File: config.mk
export PLATFORM = sky130hd
export DESIGN_NAME = arb_mux
export DESIGN_NICKNAME = d
export VERILOG_FILES = /design/src/rtl/arb_mux.sv
export SDC_FILE = /design/constraint.sdc
export NUM_CORES = 1
export LEC_CHECK = 0
export ABC_AREA = 1
export BUFFER_PORTS_ARGS = -buffer_cell sky130_fd_sc_hd__buf_2
export CELL_PAD_IN_SITES_DETAIL_PLACEMENT = 0
export CELL_PAD_IN_SITES_GLOBAL_PLACEMENT = 1
export CORE_MARGIN = 1
export CORE_UTILIZATION = 33
export CTS_BUF_LIST = sky130_fd_sc_hd__clkbuf_4 sky130_fd_sc_hd__clkbuf_8 sky130_fd_sc_hd__clkbuf_16
export DETAILED_ROUTE_END_ITERATION = 7
export GPL_TIMING_DRIVEN = 0
export PLACE_DENSITY_LB_ADDON = 0.12
export SLEW_MARGIN = 20
export SYNTH_ARGS = -nofsm -noshare
export SYNTH_HDL_FRONTEND = slang
export SYNTH_SLANG_ARGS = --single-unit
File: constraint.sdc
create_clock -name clk -period 3.4 [get_ports clk]
set_input_delay 0.68 -clock clk [delete_from_list [all_inputs] [get_ports clk]]
set_output_delay 0.68 -clock clk [all_outputs]
set_load 0.05 [all_outputs]
File: src/rtl/arb_mux.sv
// N-channel arbitrating mux with fixed-select or round-robin grant and a one-slot registered output.
// Optional 16-bit transfer counter enabled by defining ARB_MUX_CNT_EN.
module arb_mux #(
   parameter int WIDTH = 8,
   parameter int N     = 3,
   parameter int SEL_W = (N > 1) ? $clog2(N) : 1
) (
   input  logic               clk,
   input  logic               reset_n,
   input  logic [N*WIDTH-1:0] d,
   input  logic [N-1:0]       d_valid,
   output logic [N-1:0]       d_ready,
   input  logic               mode,
   input  logic [SEL_W-1:0]   sel,
   output logic [WIDTH-1:0]   y,
   output logic               y_valid,
   input  logic               y_ready,
   output logic [SEL_W-1:0]   y_src
`ifdef ARB_MUX_CNT_EN
   ,
   output logic [15:0]        xfer_cnt
`endif
);

   localparam logic [SEL_W:0] N_EXT = (SEL_W + 1)'(N);

   logic [WIDTH-1:0] ch [N];
   logic [WIDTH-1:0] y_reg;
   logic             y_valid_reg;
   logic [SEL_W-1:0] y_src_reg;
   logic [SEL_W-1:0] ptr_reg;

   logic             load_ok;
   logic [SEL_W-1:0] fix_cand;
   logic [SEL_W-1:0] rr_cand;
   logic             rr_found;
   logic [SEL_W:0]   rr_idx;
   logic [SEL_W-1:0] cand;
   logic             grant_ok;
   logic             xfer;

   genvar gi;
   generate
      for (gi = 0; gi < N; gi++) begin : g_ch
         assign ch[gi]      = d[gi*WIDTH +: WIDTH];
         assign d_ready[gi] = grant_ok && (cand == SEL_W'(gi));
      end
   endgenerate

   assign load_ok  = !y_valid_reg || y_ready;
   assign fix_cand = ({1'b0, sel} < N_EXT) ? sel : SEL_W'(N - 1);

   // Search ptr+1 .. ptr+N (mod N), so the last winner has lowest priority.
   always_comb begin
      rr_found = 1'b0;
      rr_cand  = ptr_reg;
      rr_idx   = '0;
      for (int k = 1; k <= N; k++) begin
         rr_idx = {1'b0, ptr_reg} + (SEL_W + 1)'(k);
         if (rr_idx >= N_EXT) begin
            rr_idx = rr_idx - N_EXT;
         end
         if (!rr_found && d_valid[rr_idx[SEL_W-1:0]]) begin
            rr_found = 1'b1;
            rr_cand  = rr_idx[SEL_W-1:0];
         end
      end
   end

   // Fixed mode offers ready even to an idle channel; round-robin only to a requester.
   assign cand     = mode ? rr_cand : fix_cand;
   assign grant_ok = load_ok && (mode ? rr_found : 1'b1);
   assign xfer     = grant_ok && d_valid[cand];

   always_ff @(posedge clk or negedge reset_n) begin
      if (!reset_n) begin
         y_reg       <= '0;
         y_valid_reg <= 1'b0;
         y_src_reg   <= '0;
         ptr_reg     <= SEL_W'(N - 1);
      end else begin
         if (xfer) begin
            y_reg       <= ch[cand];
            y_src_reg   <= cand;
            y_valid_reg <= 1'b1;
            if (mode) begin
               ptr_reg <= cand;
            end
         end else if (y_ready) begin
            y_valid_reg <= 1'b0;
         end
      end
   end

`ifdef ARB_MUX_CNT_EN
   logic [15:0] xfer_cnt_reg;

   always_ff @(posedge clk or negedge reset_n) begin
      if (!reset_n) begin
         xfer_cnt_reg <= '0;
      end else if (xfer) begin
         xfer_cnt_reg <= xfer_cnt_reg + 16'd1;
      end
   end

   assign xfer_cnt = xfer_cnt_reg;
`endif

   assign y       = y_reg;
   assign y_valid = y_valid_reg;
   assign y_src   = y_src_reg;

endmodule

# Word-level counts from Yosys, hierarchy flattened
# Cells that the tools add are included.
# op_classes
add_sub_neg	6
order_cmp	9
eq_ne	2
n_mux	25
bitwise	1
n_reduce_logical	14
# op_table
op	count
$bmux 8 s2	1
$mux 2	8
$mux 8	2
$lt 2x3->1 const B	4
$mux 1	10
$ge 3x2->1 const B	3
$bmux 1 s2	4
$logic_and 1x1->1	7
$add 2x2->3 const B	2
$sub 2x2->2 const B	3
$add 2x1->3 const B	1
$ge 3x3->1 const B	1
$logic_not 1->1	3
$not 2->3	1
$eq 2x1->1 const B	1
$eq 2x2->1 const B	1
$logic_not 2->1	1
$lt 2x2->1 const B	1
$reduce_and 2->1	1
$reduce_bool 2->1	1
$logic_or 1x1->1	1
# totals
regBits	13
input_bits	33
output_inout_bits	14
word_cells	61

# Logic depth before layout (Yosys ltp)
# logic_depth
word_depth	17
depth_mapped	19
mapped_depth_nobuf	17

# Worst setup path after synthesis
# No wires, ideal clock.
# synth_path
path_type	register to output
startpoint	register ptr_reg[1]
endpoint	output port d_ready[2]
arrival_ns	2.916
required_time_ns	2.720
setup_slack_ns	-0.196
path_stages_with_launch	14
n_path_buf	2
cell_sequence	dfstp_2 -> inv_1 -> ha_1 -> buf_6 -> nand2_1 -> nand2_2 -> nand2_4 -> nand2_2 -> nor2_1 -> o21ai_1 -> nand2_1 -> buf_2 -> inv_1 -> nor3_1
# synth_via
elab_chain_len	15
elab_cells_between_ends	33
cone_classes	add/sub (6); order compare (3); eq/ne (1); mux (17); reduce/logical (6)
# synth_rtl
item	line_no	rtl
start, declared	31	logic [SEL_W-1:0] ptr_reg;
start signal, assigned	80	ptr_reg <= SEL_W'(N - 1);
start signal, assigned	87	ptr_reg <= cand;
$add 2x1->3	59	rr_idx = {1'b0, ptr_reg} + (SEL_W + 1)'(k);
$ge 3x2->1 / $sub 2x2->2 (equally long branches)	60, 61	
$mux 2	60	if (rr_idx >= N_EXT) begin
$bmux 1 s2	63	if (!rr_found && d_valid[rr_idx[SEL_W-1:0]]) begin
$mux 1 (implied by the code)	63	
$mux 1	63	
$logic_not 1->1	63	
$logic_and 1x1->1	63	
$mux 1	63	
$logic_not 1->1	63	
$logic_and 1x1->1	63	
$mux 2 / $mux 1 (equally long branches)	63	
$mux 2 / $mux 1 (equally long branches)	71, 72	
$eq 2x2->1 / $logic_and 1x1->1 (equally long branches)	46, 72	
$logic_and 1x1->1 (*)	46	assign d_ready[gi] = grant_ok && (cand == SEL_W'(gi));
end, declared	12	output logic [N-1:0] d_ready,
# Every way passes the cells marked *; elsewhere a longest branch is shown, timed or not. The select of a mux whose other input is x is not followed.

# Worst setup path after layout
# Same ends and word-level chain as after synthesis.

==> results.py <==
metrics = {
    "synthesis": {
        "ys_seq_area_share_pct": 26.34,
        "synth-edff-count": 0,
        "synth_common_cells": "nand2_1, inv_1, nand3_1",
        "synth_nets": 226,
        "synth_warnings": 0,
        "synthArstFlopShare_pct": 100.0,
        "ys_types": 27,
        "syn_avg_cell_area_um2": 6.561,
        "ys.flop_type": "dfrtp_1",
        "ys_ff_latch": 13,
        "synth.area.top_cells": "dfrtp_1, nand2_1, nand3_1, inv_1, nand2_2",
        "synth.cell_area_mm2": 0.001240,
        "netlist.area_leader.share_pct": 24.22,
        "synth_top_area_cell": "dfrtp_1",
        "yosysMostFrequentCell": "nand2_1",
        "netlist_instances": 189,
    },
    "finish": {
        "largest_reg_flops": 8,
        "areaGrowthSynthToFinish_pct": 32.39,
        "fillerInstances": 412,
        "n_antenna_cell": 0,
        "nets": 281,
        "stdcell_area_mm2": 0.001642,
        "drive_gt1_share_pct": 38.68,
        "instances_no_fill": 289,
    },
    "die": {
        "die_width_um": 63.30,
        "die_y_um": 63.30,
        "core_area_mm2": 0.003468,
        "die_area_mm2": 0.004006,
        "rows": 21,
        "start_util_pct": 35.75,
        "pin_count": 47,
    },
    "placed_design": {
        "io_buffers": 45,
        "gp_congestion": 0.8589,
        "place_hpwl_um": 2431,
        "place_inst": 280,
        "place_area_mm2": 0.001528,
    },
    "worst_setup_path": {
        "r2r-start": "ptr_reg[1]$_DFFE_PN1P_",
        "crit_path_start_kind": "flop",
        "slowest_stage": "dfstp_2",
        "startpoint": "ptr_reg[1]$_DFFE_PN1P_",
        "reg2reg_slack_ps": 890,
        "arrival_ps": 2570,
        "path_common_cell": "nand2_2",
        "crit_family": "simple AND/OR/NAND/NOR gates",
        "crit_buf_inv": 5,
        "path_class": "flop to output port",
        "slowest_delay_ps": 540,
        "crit_path_end_kind": "output port",
        "cp.required_ps": 2720,
        "worstPathMaxFanout": 10,
        "cp_cell_sequence": "inv_1 > ha_1 > buf_6 > nand2_1 > nand2_2 > nand2_4 > nand2_2 > nor2_1 > o21ai_1 > nand2_2 > buf_4 > inv_1 > nor3_2 > buf_6",
    },
    "sta": {
        "tightestPinTransition_ps": 442.3,
        "drv_slew": 0,
        "rsz0062_at_grt": "false",
        "tns_ps": 0,
        "finalSetupViolations": 0,
        "relSlewSlack_pct": 70.51,
        "finalCritPeriodShare_pct": 95.63,
        "finalHoldViolCount": 0,
        "timing.fmax_mhz": 307.6,
        "clock-skew-final_ps": 1.463,
        "period_needed_ps": 3251,
    },
    "pwr": {
        "p_leak_nw": 0.9336,
        "vdd_drop_max_mv": 0.4725,
        "powerDensity_mw_per_mm2": 1127,
    },
    "global_route": {
        "antenna_found_initial": 0,
        "grt_pass1_vias": 1186,
        "overflow": 0,
        "grt_max_degree": 14,
        "grtUsageTotal_pct": 15.90,
        "grt_pass1_wl_um": 5140,
    },
    "run_status": {
        "status": "completed",
    },
    "clock_network": {
        "clk_latency_ps": 230,
        "clkSinkCount": 13,
        "cts_tree": "built",
        "clk_pin_slew_ps": 50,
        "holdBufCountCts": 0,
        "cts_buffer_depth": 2,
        "ctsHtreeMaxLevel": 1,
        "clockRootBuffer": "clkbuf_8",
        "cts_buffers": 3,
    },
    "min_path": {
        "hold_path.class": "input port to async pin",
    },
    "route": {
        "drcViolationCount": 0,
        "routed_via_density": 4.433,
        "wl_per_cell_um": 10.32,
        "vias": 1281,
        "drt_iter0_drc": 60,
        "ant_nets": 0,
        "drt_wl_total_um": 2982,
        "firstDrtPassIters": 4,
    },
    "job": {
        "maxCapViolCount": 0,
    },
}
-- repair_timing --
action,4_1_cts,5_1_grt
pin swaps,0,1
buffers inserted,0,5
gates resized for setup,2,7
endpoints found under the hold margin,0,0
endpoints found under the setup margin,1,3
-- cells in the final DEF, fill, tap and decap left out, drive strengths merged --
cell	n
nand2	73
buf	56
inv	27
nand3	26
o21ai	20
dfrtp	12
nor2	9
clkbuf	5
ha	4
nand4	3
a21oi	3
clkinvlp	1
a31oi	1
and2	1
nor3	1
dfstp	1
-- final cells by class --
| type | instances | area [µm²] | share of cell area (%) |
|---|---|---|---|
| well taps | 46 | 57.56 | 3.506 |
| multi-input cells | 141 | 763.2 | 46.49 |
| inverters | 28 | 111.4 | 6.784 |
| plain buffers | 7 | 61.31 | 3.735 |
| flip-flops and latches | 13 | 327.8 | 19.97 |
| repair buffers | 50 | 271.5 | 16.54 |
| clock buffers | 4 | 48.80 | 2.973 |
-- metal layers --
layer	vias up	track usage, %	part of all wire, %
met1	536	23.03	54
met3	2	2.174	7.2
met4	0	5.114	0.54
met5	-	0	0
li1	701	-	-
met2	42	24.06	38
-- where the power goes --
group	internal, W	switching [W]
Combinational	0.000481	0.000956
Clock	0.0000903	0.0000485
Sequential	0.000229	0.0000458
-- stage by stage --
stage | hold WS, ps | power, W | setup slack, ps | utilization, %
floorplan | 384.4 | 0.001379 | 88.48 | -
global placement | 467.3 | 0.001642 | 149.8 | 44.05
detailed placement | 472.3 | 0.001635 | 174.3 | 44.05
CTS | 323.6 | 0.001791 | 19.72 | 45.60
global route | 336.4 | 0.002028 | 21.50 | 47.33
finish | 318.4 | 0.001850 | 148.6 | 47.33
-- logic make-up after synthesis --
logic type	after synthesis	synth area share, %
AOI/OAI and AO/OA	24	10.90
adders and majority gates	4	4.036
buffers and inverters	35	13.42
DFF	13	26.34
and+or+nand+nor	113	45.31
-- worst paths after layout --
path                       depth (start not counted)                endpoint
setup / recovery                                  14              d_ready[2]
hold / removal                                     1     y_valid$_DFFE_PN0P_
setup reg to reg                                  16        y[7]$_DFFE_PN0P_
hold reg to reg                                    2    y_src[1]$_DFFE_PN0P_
max in group asynchronous                          1  ptr_reg[1]$_DFFE_PN1P_
min in group clk                                   2    y_src[1]$_DFFE_PN0P_
No activity file was read; power rests on OpenSTA's default activity.
